--- config.mk ---
export PLATFORM = sky130hd
export DESIGN_NAME = debug_mem_loader
export DESIGN_NICKNAME = d
export VERILOG_FILES = /design/src/rtl/debug_mem_loader.sv
export SDC_FILE = /design/constraint.sdc
export NUM_CORES = 1
export LEC_CHECK = 0
export ABC_AREA = 1
export BUFFER_PORTS_ARGS = -buffer_cell sky130_fd_sc_hd__buf_2
export CORE_ASPECT_RATIO = 0.7
export CORE_MARGIN = 2
export CORE_UTILIZATION = 50
export DETAILED_ROUTE_END_ITERATION = 10
export PLACE_DENSITY = 0.85
export SLEW_MARGIN = 10
export SYNTH_ARGS = -nofsm -noshare
export SYNTH_HDL_FRONTEND = slang
export SYNTH_SLANG_ARGS = --single-unit
--- constraint.sdc ---
create_clock -name CPU_CLK -period 2.5 [get_ports CPU_CLK]
set_clock_uncertainty 0.1 [all_clocks]
set_input_delay 0.375 -clock CPU_CLK [delete_from_list [all_inputs] [get_ports CPU_CLK]]
set_output_delay 0.375 -clock CPU_CLK [all_outputs]
set_load 0.02 [all_outputs]
--- src/rtl/debug_mem_loader.sv ---
// Host-framed boot loader driving the RV32I debug cache write ports and core reset.
// Optional read-back verification is enabled with `define DEBUG_MEM_LOADER_VERIFY_EN.
module debug_mem_loader #(
    parameter int unsigned TIMEOUT_CYCLES = 1_000_000,
    parameter bit          HOLD_ON_BOOT   = 1'b1
) (
    input  logic        CPU_CLK,
    input  logic        CPU_RST,
    input  logic        rx_valid,
    input  logic [7:0]  rx_data,
    output logic        rx_ready,
    output logic        core_rst,
    output logic [31:0] inst_a2,
    output logic [31:0] inst_wd2,
    output logic [3:0]  inst_we2,
    input  logic [31:0] inst_rd2,
    output logic [31:0] data_a2,
    output logic [31:0] data_wd2,
    output logic [3:0]  data_we2,
    input  logic [31:0] data_rd2,
    output logic        busy,
    output logic [2:0]  err
);

    typedef enum logic [2:0] {
        S_IDLE, S_ADDR, S_LEN, S_DATA, S_WRITE, S_VERIFY, S_READ
    } state_e;

    localparam logic [31:0] TMO = 32'(TIMEOUT_CYCLES);

    state_e      state_q, state_d;
    logic        tgt_q, tgt_d;          // 0: instruction cache, 1: data cache
    logic [31:0] addr_q, addr_d;
    logic [15:0] cnt_q, cnt_d;
    logic [31:0] word_q, word_d;
    logic [1:0]  idx_q, idx_d;
    logic        hold_q, hold_d;
    logic [2:0]  err_q, err_d;
    logic [31:0] tmo_q, tmo_d;
    logic        rx_ready_q, rx_ready_d;
    logic [31:0] inst_a2_q, inst_a2_d, inst_wd2_q, inst_wd2_d;
    logic [31:0] data_a2_q, data_a2_d, data_wd2_q, data_wd2_d;
    logic [3:0]  inst_we2_q, inst_we2_d, data_we2_q, data_we2_d;

    logic        fire;
    logic [31:0] byte_word;
    logic [15:0] len_word;

    assign fire      = rx_valid && rx_ready_q;
    assign byte_word = {rx_data, word_q[31:8]};
    assign len_word  = {rx_data, cnt_q[15:8]};

    always_comb begin
        state_d    = state_q;
        tgt_d      = tgt_q;
        addr_d     = addr_q;
        cnt_d      = cnt_q;
        word_d     = word_q;
        idx_d      = idx_q;
        hold_d     = hold_q;
        err_d      = err_q;
        tmo_d      = tmo_q;
        inst_a2_d  = inst_a2_q;
        inst_wd2_d = inst_wd2_q;
        data_a2_d  = data_a2_q;
        data_wd2_d = data_wd2_q;
        inst_we2_d = '0;
        data_we2_d = '0;

        case (state_q)
            S_IDLE: begin
                tmo_d = '0;
                idx_d = '0;
                if (fire) begin
                    case (rx_data)
                        8'h49: begin state_d = S_ADDR; tgt_d = 1'b0; end
                        8'h44: begin state_d = S_ADDR; tgt_d = 1'b1; end
                        8'h47: hold_d = 1'b0;
                        8'h48: hold_d = 1'b1;
                        8'h43: err_d  = '0;
                        default: err_d[0] = 1'b1;
                    endcase
                end
            end
            S_ADDR, S_LEN, S_DATA: begin
                if (fire) begin
                    tmo_d  = '0;
                    idx_d  = idx_q + 2'd1;
                    word_d = byte_word;
                    if (state_q == S_ADDR) begin
                        if (idx_q == 2'd3) begin
                            addr_d  = {byte_word[31:2], 2'b00};
                            state_d = S_LEN;
                        end
                    end else if (state_q == S_LEN) begin
                        cnt_d = len_word;
                        if (idx_q == 2'd1) begin
                            idx_d   = '0;
                            state_d = (len_word == 16'd0) ? S_IDLE : S_DATA;
                        end
                    end else if (idx_q == 2'd3) begin
                        // Word is complete: launch the write pulse in the following cycle.
                        state_d = S_WRITE;
                        if (tgt_q) begin
                            data_a2_d  = addr_q;
                            data_wd2_d = byte_word;
                            data_we2_d = 4'hF;
                        end else begin
                            inst_a2_d  = addr_q;
                            inst_wd2_d = byte_word;
                            inst_we2_d = 4'hF;
                        end
                    end
                end else if (TIMEOUT_CYCLES != 0 && (tmo_q + 32'd1) == TMO) begin
                    err_d[1] = 1'b1;
                    state_d  = S_IDLE;
                    idx_d    = '0;
                    tmo_d    = '0;
                end else begin
                    tmo_d = tmo_q + 32'd1;
                end
            end
            S_WRITE: begin
                addr_d = addr_q + 32'd4;
                cnt_d  = cnt_q - 16'd1;
`ifdef DEBUG_MEM_LOADER_VERIFY_EN
                state_d = S_VERIFY;
`else
                state_d = (cnt_q == 16'd1) ? S_IDLE : S_DATA;
`endif
            end
`ifdef DEBUG_MEM_LOADER_VERIFY_EN
            S_VERIFY: state_d = S_READ;
            S_READ: begin
                if ((tgt_q ? data_rd2 : inst_rd2) != (tgt_q ? data_wd2_q : inst_wd2_q))
                    err_d[2] = 1'b1;
                state_d = (cnt_q == 16'd0) ? S_IDLE : S_DATA;
            end
`endif
            default: state_d = S_IDLE;
        endcase

`ifndef DEBUG_MEM_LOADER_VERIFY_EN
        err_d[2] = 1'b0;
`endif
        rx_ready_d = (state_d inside {S_IDLE, S_ADDR, S_LEN, S_DATA});
    end

`ifndef DEBUG_MEM_LOADER_VERIFY_EN
    logic unused_rd2;
    assign unused_rd2 = ^{inst_rd2, data_rd2};
`endif

    always_ff @(posedge CPU_CLK or negedge CPU_RST) begin
        if (!CPU_RST) begin
            state_q    <= S_IDLE;
            tgt_q      <= 1'b0;
            addr_q     <= '0;
            cnt_q      <= '0;
            word_q     <= '0;
            idx_q      <= '0;
            hold_q     <= HOLD_ON_BOOT;
            err_q      <= '0;
            tmo_q      <= '0;
            rx_ready_q <= 1'b0;
            inst_a2_q  <= '0;
            inst_wd2_q <= '0;
            inst_we2_q <= '0;
            data_a2_q  <= '0;
            data_wd2_q <= '0;
            data_we2_q <= '0;
        end else begin
            state_q    <= state_d;
            tgt_q      <= tgt_d;
            addr_q     <= addr_d;
            cnt_q      <= cnt_d;
            word_q     <= word_d;
            idx_q      <= idx_d;
            hold_q     <= hold_d;
            err_q      <= err_d;
            tmo_q      <= tmo_d;
            rx_ready_q <= rx_ready_d;
            inst_a2_q  <= inst_a2_d;
            inst_wd2_q <= inst_wd2_d;
            inst_we2_q <= inst_we2_d;
            data_a2_q  <= data_a2_d;
            data_wd2_q <= data_wd2_d;
            data_we2_q <= data_we2_d;
        end
    end

    assign rx_ready = rx_ready_q;
    assign busy     = (state_q != S_IDLE);
    assign core_rst = hold_q | busy;
    assign err      = err_q;
    assign inst_a2  = inst_a2_q;
    assign inst_wd2 = inst_wd2_q;
    assign inst_we2 = inst_we2_q;
    assign data_a2  = data_a2_q;
    assign data_wd2 = data_wd2_q;
    assign data_we2 = data_we2_q;

endmodule

==> flow_metrics.env <==
export IMPL_maxCapViolCount=0
export IMPL_via_per_inst=5.49
export IMPL_grt_most_used_layer="met1"
export IMPL_drv_slew=0
export IMPL_gr_usage_met1_pct=40.3
export IMPL_crit_arrival_ns=1.96
export IMPL_syn_inst=1410
export IMPL_grtUsageMet3_pct=6.49
export IMPL_status="finished clean"
export IMPL_ys_warn_count=0
export IMPL_critPathKind="register to output port"
export IMPL_p_leak_nw=6.70
export IMPL_drive_gt1_share_pct=17.6
export IMPL_hold_ws_ns=0.0141
export IMPL_drt_iter0_markers=1085
export IMPL_grt_pass1_vias=9598
export IMPL_clkTransAtPathRegs_ns=0.07
export IMPL_timing_fmax_mhz=411
export IMPL_synth_fa_ha_area_share_pct=0.766
export IMPL_synth_seq_area_share_pct=52.1
export IMPL_vdd_ir_drop_max_mv=0.732
export IMPL_fin_util_pct=60.1
export IMPL_layout_nets=1645
export IMPL_pwr_density_cell_mw_per_mm2=961
export IMPL_antenna_found_initial=0
export IMPL_grt_setup_unrepaired="true"
export IMPL_place_ws_ns=0.0455
export IMPL_cts_tree="built"
export IMPL_ys_seq_elements=238
export IMPL_hold_viol_final=0
export IMPL_synth_top_family_by_area="simple AND/OR/NAND/NOR gates"
export IMPL_dp_cells=1846
export IMPL_tns_ns=0
export IMPL_async_flop_share_pct=100
export IMPL_synth_xor_area_share_pct=2.07
export IMPL_diodes=0
export IMPL_wl_mm=31.7
export IMPL_synth_ff_type="dfrtp_1"
export IMPL_num_rows=46
export IMPL_first_pass_iters=5
export IMPL_worstSetupEndpointType="output port"
export IMPL_die_w_um=185
export IMPL_netlist_area_sq_mm=0.0114
export IMPL_coreArea_sq_mm=0.0226
export IMPL_setup_viol=0
export IMPL_port_buffers=147
export IMPL_antenna_left=0
export IMPL_ff_latch_area_sq_mm=0.00596
export IMPL_ys_types=44
export IMPL_cp_data_required_time_ns=2.03
export IMPL_dp_hpwl_mm=22.9
export IMPL_finalCritPeriodShare_pct=97.3
export IMPL_die_h_um=130
export IMPL_die_area_sq_mm=0.0241
export IMPL_clockBufferDepth=3
export IMPL_slew_headroom_pct=48.0
export IMPL_clk_latency_ns=0.52
export IMPL_drc=0
export IMPL_multi_input_area_sq_mm=0.00467
export IMPL_use_met2_pct=37.8
export IMPL_cts_sinks=238
export IMPL_avgRoutedWirePerCell_um=16.8
export IMPL_globalplace_congestion=0.955
export IMPL_fill_cells=1921
export IMPL_vias=10400
export IMPL_io_pins=217
export IMPL_avgSynthCellArea_sq_um=8.10
export IMPL_htree_levels=1
export IMPL_critPathMaxFanout=4
export IMPL_grt_max_degree=90
export IMPL_start_util_pct=50.6
export IMPL_grt_usage_pct=26.2
export IMPL_grt_pass1_wl_mm=50.0
export IMPL_start_kind="register"
export IMPL_root_buffer="clkbuf_16"
export IMPL_grt_overflow_total=0
export IMPL_synthSimpleGateAreaFrac_pct=23.1
export IMPL_cts_buffers=23
export IMPL_synthMuxAreaShare_pct=0
export IMPL_area_growth_pct=18.6
export IMPL_layout_setup_ws_ns=0.0682
export IMPL_hp_class="input port to register"
export IMPL_synth_edff_count=0
export IMPL_worst_pin_slew_ns=0.772
export IMPL_synth_compound_area_share_pct=13.9
export IMPL_stdcell_count=1891
export IMPL_period_needed_ns=2.43
-- Yosys cell counts (4+ instances only) --
library cell,count,area [sq um]
nand2_1,341,1280
dfrtp_1,237,5930
nor2_1,161,604
inv_1,153,574
o21ai_0,149,746
a21oi_1,74,370
nand3_1,50,250
o22ai_1,32,200
clkbuf_1,30,113
xor2_1,26,228
buf_2,18,90.1
o221ai_1,17,149
nor3_1,14,70.1
nor4_1,14,87.6
buf_4,13,97.6
nand4_1,11,68.8
nor2_2,11,68.8
ha_1,7,87.6
nor2_4,7,78.8
inv_2,4,15.0
nand2_2,4,25.0
o31ai_1,4,30.0
-- final timing paths --
check / startpoint / to / slack, ns / cells after the start
setup / recovery: state_q[1] / core_rst / 0.07 / 6
hold / removal: rx_data[7] / word_q[31] / 0.01 / 3
setup reg to reg: tmo_q[1] / tmo_q[1] / 0.09 / 16
hold reg to reg: inst_a2[29] / inst_a2[29] / 0.38 / 2
max in group asynchronous: CPU_RST / hold_q / 1.20 / 3
min in group asynchronous: CPU_RST / inst_a2[8] / 0.24 / 2
-- routing by layer --
| metal | part of all wire (%) | vias up |
|---|---|---|
| met5 | 0 | - |
| met4 | 1.7 | 0 |
| met3 | 11 | 54 |
| met2 | 43 | 491 |
| met1 | 45 | 4960 |
| li1 | - | 4871 |
-- cell type report --
type	count	area share, %
clock inverters	8	1.08
repair buffers	188	8.31
inverters	160	4.46
well taps	312	2.88
multi-input cells	952	34.4
flip-flops and latches	238	43.9
clock buffers	33	4.89
-- cells by family (layout without fill, tap and decap cells) --
family | count (synthesis) | after routing
flip-flops | 238 | 238
other | 1 | 5
XOR/XNOR | 27 | 27
AND/OR/NAND/NOR | 624 | 624
adder cells (fa/ha/maj) | 7 | 7
AO/OA/AOI/OAI | 289 | 289
buffers and inverters | 224 | 389
-- sequential cells by signal, summed over array words and instances (netlist names) --
register  flops
data_wd2     32
state_q       3
err           2
inst_we2      1
tgt_q         1
data_we2      1
hold_q        1
cnt_q        16
inst_wd2     32
rx_ready      1
word_q       24
inst_a2      30
data_a2      30
idx_q         2
addr_q       30
tmo_q        32
-- where the power goes --
group | total [W] | switching, W | internal, W
Sequential | 0.00540 | 0.000642 | 0.00475
Clock | 0.00377 | 0.00151 | 0.00226
Combinational | 0.00387 | 0.00269 | 0.00117
-- layout by cell type, fill, tap and decap left out, drive strengths merged, types with 5 or more instances in the layout --
cell type  netlist  layout
a21oi           74      74
buf             34     187
clkbuf          30      33
clkinv           3       6
conb             1       5
dfrtp          237     237
ha               7       7
inv            157     157
nand2          346     346
nand3           52      52
nand4           11      11
nor2           179     179
nor3            17      17
nor4            15      15
o21ai          152     152
o221ai          17      17
o22ai           32      32
xor2            26      26
-- worst max-delay path: stages (launching register included) --
cell,delay (ns)
dfrtp_1,0.44
nor2_4,0.17
inv_1,0.12
nor2_1,0.10
inv_1,0.09
or2_2,0.33
buf_2,0.17
-- repair_timing --
action	4_1_cts	5_1_grt
endpoints found under the hold margin	43	0
setup endpoints to repair	1	26
gates resized for setup	1	28
hold buffers	1	0
gates cloned	0	0
pin swaps	0	9
setup buffers	0	3
-- metrics by stage --
| step | power, W | cell area (sq um) |
|---|---|---|
| finish | 0.0130 | 13600 |
| global route | 0.0137 | 13600 |
| CTS | 0.0129 | 13400 |
| detailed placement | 0.00916 | 12600 |
| global placement | 0.00903 | 12600 |
| floorplan | 0.00768 | 11400 |
No activity file was read; power rests on OpenSTA's default activity.
